**config.mk**
```make
export PLATFORM = sky130hd
export DESIGN_NAME = hb_system_timer
export DESIGN_NICKNAME = d
export VERILOG_FILES = /design/src/rtl/hb_system_timer_pkg.sv /design/src/rtl/hb_tick_prescaler.sv /design/src/rtl/hb_system_timer.sv
export SDC_FILE = /design/constraint.sdc
export NUM_CORES = 1
export LEC_CHECK = 0
export ABC_AREA = 1
export BUFFER_PORTS_ARGS = -buffer_cell sky130_fd_sc_hd__buf_4
export CORE_MARGIN = 2
export CORE_UTILIZATION = 56
export DETAILED_ROUTE_END_ITERATION = 10
export PLACE_DENSITY = 0.83
export SYNTH_ARGS = -nofsm -noshare
export SYNTH_HDL_FRONTEND = slang
export SYNTH_HIERARCHICAL = 1
export SYNTH_SLANG_ARGS = --single-unit
```
**constraint.sdc**
```tcl
create_clock -name hb_clk -period 1.7 [get_ports hb_clk]
set_input_delay 0.085 -clock hb_clk [delete_from_list [all_inputs] [get_ports hb_clk]]
set_output_delay 0.085 -clock hb_clk [all_outputs]
set_load 0.02 [all_outputs]
```
**src/rtl/hb_system_timer_pkg.sv**
```systemverilog
// rtl/hb_system_timer_pkg.sv - HB slave bus types and machine timer register addresses
package hb_system_timer_pkg;

  typedef struct packed {
    logic [7:0]  raddr;
    logic [7:0]  waddr;
    logic [31:0] wdata;
  } hb_slave_t;

  typedef struct packed {
    logic ren;
    logic wen;
  } sel_t;

  localparam logic [7:0] HB_MTIME_LO    = 8'd12;
  localparam logic [7:0] HB_MTIME_HI    = 8'd16;
  localparam logic [7:0] HB_MTIMECMP_LO = 8'd20;
  localparam logic [7:0] HB_MTIMECMP_HI = 8'd24;

endpackage

```
**src/rtl/hb_tick_prescaler.sv**
```systemverilog
// rtl/hb_tick_prescaler.sv - free-running divider producing a one-cycle tick every TICK_DIV clocks
module hb_tick_prescaler #(
  parameter int unsigned TICK_DIV = 12
) (
  input  logic hb_clk,
  input  logic rst_n,
  output logic tick
);

  logic [15:0] r_count;
  logic        w_last;

  assign w_last = (r_count == 16'(TICK_DIV - 1));
  assign tick   = w_last;

  always_ff @(posedge hb_clk or negedge rst_n) begin
    if (!rst_n) begin
      r_count <= '0;
    end else if (w_last) begin
      r_count <= '0;
    end else begin
      r_count <= r_count + 16'd1;
    end
  end

endmodule

```
**src/rtl/hb_system_timer.sv**
```systemverilog
// rtl/hb_system_timer.sv - RISC-V machine timer (mtime/mtimecmp) HB slave with timer interrupt
module hb_system_timer
  import hb_system_timer_pkg::*;
#(
  parameter int unsigned TICK_DIV = 12
) (
  input  logic        hb_clk,
  input  logic        rst_n,
  input  hb_slave_t   xt_hb,
  input  sel_t        sel,
  output logic [31:0] rdata,
  output logic        timer_irq
);

  logic [63:0] r_mtime;
  logic [63:0] r_mtimecmp;
  logic [31:0] r_shadow_hi;
  logic [31:0] r_rdata;
  logic        r_irq;
  logic        w_tick;
  logic [31:0] w_rd_val;

  hb_tick_prescaler #(.TICK_DIV(TICK_DIV)) u_prescaler (
    .hb_clk (hb_clk),
    .rst_n  (rst_n),
    .tick   (w_tick)
  );

  // MTIME_HI returns the half captured by the last MTIME_LO read, keeping LO/HI pairs coherent
  always_comb begin
    w_rd_val = '0;
    case (xt_hb.raddr)
      HB_MTIME_LO:    w_rd_val = r_mtime[31:0];
      HB_MTIME_HI:    w_rd_val = r_shadow_hi;
      HB_MTIMECMP_LO: w_rd_val = r_mtimecmp[31:0];
      HB_MTIMECMP_HI: w_rd_val = r_mtimecmp[63:32];
      default:        w_rd_val = '0;
    endcase
  end

  always_ff @(posedge hb_clk or negedge rst_n) begin
    if (!rst_n) begin
      r_mtime     <= '0;
      r_mtimecmp  <= '1;
      r_shadow_hi <= '0;
      r_rdata     <= '0;
      r_irq       <= 1'b0;
    end else begin
      // A software write to either mtime half suppresses that cycle's increment
      if (sel.wen && xt_hb.waddr == HB_MTIME_LO) begin
        r_mtime[31:0] <= xt_hb.wdata;
      end else if (sel.wen && xt_hb.waddr == HB_MTIME_HI) begin
        r_mtime[63:32] <= xt_hb.wdata;
      end else if (w_tick) begin
        r_mtime <= r_mtime + 64'd1;
      end

      if (sel.wen && xt_hb.waddr == HB_MTIMECMP_LO) r_mtimecmp[31:0]  <= xt_hb.wdata;
      if (sel.wen && xt_hb.waddr == HB_MTIMECMP_HI) r_mtimecmp[63:32] <= xt_hb.wdata;

      if (sel.ren) begin
        r_rdata <= w_rd_val;
        if (xt_hb.raddr == HB_MTIME_LO) r_shadow_hi <= r_mtime[63:32];
      end

      r_irq <= (r_mtime >= r_mtimecmp);
    end
  end

  assign rdata     = r_rdata;
  assign timer_irq = r_irq;

endmodule

```
==> results.toml <==
[cts]
h-tree-depth = 1
clk_pin_slew_ns = 0.06
cts.sinks = 209
clk_latency_ns = 0.54
cts_tree = "yes"
cts_buffers = 24
clockRootBuffer = "clkbuf_16"
clockBufferDepth = 3

[drt]
vias = 15700
routed_wl_mm = 58.3
drt_iter0_markers = 1770
firstDrtPassIters = 6
wl_per_cell_um = 23.2
via_per_inst = 6.25
antenna_left = 0
remaining_drc_errors = 0

[global_route]
grt_overflow = 0
grt_pass1_vias = 15200
grt_pass1_wl_mm = 82.5
grt_max_degree = 65
grt_use_total_pct = 44.4
antenna_found_initial = 0

[timing]
final-setup-viol-count = 65
max_freq_ghz = 0.432
period_share_pct = 136
rsz0062_at_grt = "yes"
tightest_slew_ns = 0.549
hold_slack_ns = 0.0674
slew_viol_final = 0
timing.final.crit_period_ns = 2.32
maxSlewHeadroom_pct = 63.4
skew_ns = 0.0170
final_hold_viol_count = 0
setup_ws_ns = -0.617

[floorplanning]
pin_count = 85
dieHeight_um = 156
core_area_um2 = 22700
die_x_um = 156
num_rows = 55
initial_core_util_pct = 57.2
die_area_um2 = 24400

[synthesis]
synth_area_leader_cell = "dfrtp_1"
syn_inst = 1803
ys_ff_latch = 209
synthSimpleGateAreaFrac_pct = 29.3
yosysTopAreaCellShare_pct = 27.9
synth.area.mux_share_pct = 0.260
synthAdderAreaFrac_pct = 6.36
synth_top_family_by_area = "simple AND/OR/NAND/NOR gates"
netlist-cell-type-count = 35
syn_nets = 1921
synth_top_flop_cell = "dfrtp_1"
yosysWarnings = 6
synthesis.area_um2 = 13000
ys_top_cells_by_area = "dfrtp_1 28%, nand2_1 16%, dfstp_2 13%"
avgSynthCellArea_um2 = 7.21
ys_seq_area_share_pct = 40.9
yosysMostFrequentCell = "nand2_1"
synth_compound_area_share_pct = 13.6
async_reset_ff_share_pct = 100
synthXorXnorAreaFrac_pct = 1.75
synth-edff-count = 0
netlist_top_cells_count = "552 x nand2_1, 209 x inv_1, 174 x o21ai_0, 157 x nor2_1, 145 x dfrtp_1"

[worst_setup_path]
worst_setup_path_start_kind = "flop"
path_cells = "inv_1 -> ha_1 -> inv_1 -> nor3_1 -> nand4_1 -> nor3_4 -> nand2_1 -> nand2_1"
critPathTopFamily = "simple AND/OR/NAND/NOR gates"
required_ns = 2.17
worst-setup-path-type = "flop to flop"
end_kind = "flop"
critical_path_buf_inv_count = 2
cp.arrival_ns = 2.78
worst_path_largest_cell_delay_ns = 0.54
crit_fanout = 2
cpMaxStageDelayCell = "dfstp_2"

[place]
dp_hpwl_mm = 36.7
pre_cts_ws_ns = -0.529
placed_cell_area_um2 = 16000
gp_congestion = 1.06
numPlacedInstances = 2381
io_buffers = 84

[layout]
nets = 2329
area_delta_synth_final_pct = 45.9
drive_above_1_share_pct = 35.1
stdcell_area_um2 = 19000
diodes = 0
final_cells = 2512

[worst_hold_path]
hold_class = "input port to flop"

[outcome]
violations = "negative setup slack"
run_status = "complete, but fails checks"

[power]
p_total_uw = 12800
ir_worst_vdd_uv = 828
power.leakage_uw = 0.00893
p_per_area_nw_per_um2 = 675

[flow_run]
drv_cap = 0
registers in the layout, summed over array words and instances (netlist names):
signal / cells
r_shadow_hi: 32
r_mtimecmp: 64
u_prescaler/r_count: 16
r_mtime: 64
rdata: 32
timer_irq: 1
final timing paths:
path	from	slack [ns]	end	cells after the start
setup / recovery	r_mtimecmp[39]	-0.62	timer_irq	8
hold / removal	xt_hb[35]	0.07	r_mtime[39]	6
setup reg to reg	r_mtimecmp[39]	-0.62	timer_irq	8
hold reg to reg	r_mtimecmp[22]	0.48	r_mtimecmp[22]	2
max in group asynchronous	rst_n	0.86	r_mtimecmp[18]	3
min in group asynchronous	rst_n	0.11	rdata[7]	2
area by class of cell:
| type | instances | area, um^2 |
|---|---|---|
| multi-input combinational | 1325 | 7770 |
| sequential | 209 | 5330 |
| timing repair buffer | 435 | 3840 |
| fill | 1346 | 3760 |
| inverter | 212 | 847 |
| clock buffer | 38 | 724 |
| tap | 285 | 357 |
| timing repair inverter | 4 | 58.8 |
| clock inverter | 4 | 23.8 |
stage by stage:
stage          util [%]  setup TNS, ns
2_1_floorplan         -          -2.12
3_3_place_gp       70.4          -7.24
3_5_place_dp       70.4         -11.18
4_1_cts            80.2          -8.64
5_1_grt            83.4         -17.40
6_report           83.4         -13.52
cell families after synthesis:
| kind of cell | Yosys count |
|---|---|
| XOR/XNOR | 26 |
| adder cells (fa/ha/maj) | 66 |
| flip-flops | 209 |
| AO/OA/AOI/OAI | 321 |
| buffers and inverters | 269 |
| AND/OR/NAND/NOR | 909 |
| multiplexers | 3 |
power by group:
part           total (uW)  leakage, uW  switching [uW]  internal (uW)
Clock                5060     0.000369            2160           2900
Combinational        2320      0.00602            1370            955
Sequential           5410      0.00255             180           5230
Total               12800      0.00893            3710           9090
cell usage in the layout (no fill, tap or decap), drive strengths merged:
master       count
a21o             1
nand3          112
xor2            15
nor4             1
o22ai           32
o221ai          12
o21a             1
dfstp           64
xnor2           11
nor3            26
mux2             3
nor3b            1
clkbuf          39
and2             3
dfrtp          145
o211ai          19
o21bai           5
nand2          560
nor2           172
clkinv           6
nand3b           1
a21oi           64
ha              66
inv            213
buf            399
nand4           33
o21ai          187
dlygate4sd3     35
clkinvlp         1
worst register-to-register path, cell delays in order (launching register included):
cell and delay, ns:
dfstp_2 0.54, inv_1 0.15, ha_1 0.38, inv_1 0.07, nor3_1 0.31, nand4_1 0.21, nor3_4 0.40, nand2_1 0.11
nand2_1 0.09
layer usage:
layer  global-route usage, %  routed length, um  vias up
met2                    70.4              26000     1214
met3                    10.8               7260      368
li1                        -                  -     6719
met4                    25.6               4170        2
met5                       0                 28        -
met1                    55.4              20900     7388
timing repair:
item | 4_1_cts | 5_1_grt
setup buffers | 26 | 25
cloned | 10 | 0
hold endpoints to repair | 292 | 0
resized for setup | 221 | 163
endpoints found under the setup margin | 65 | 65
pin swaps | 49 | 44
hold buffers | 35 | 0
Note: power is estimated with default switching activity, not from simulation.
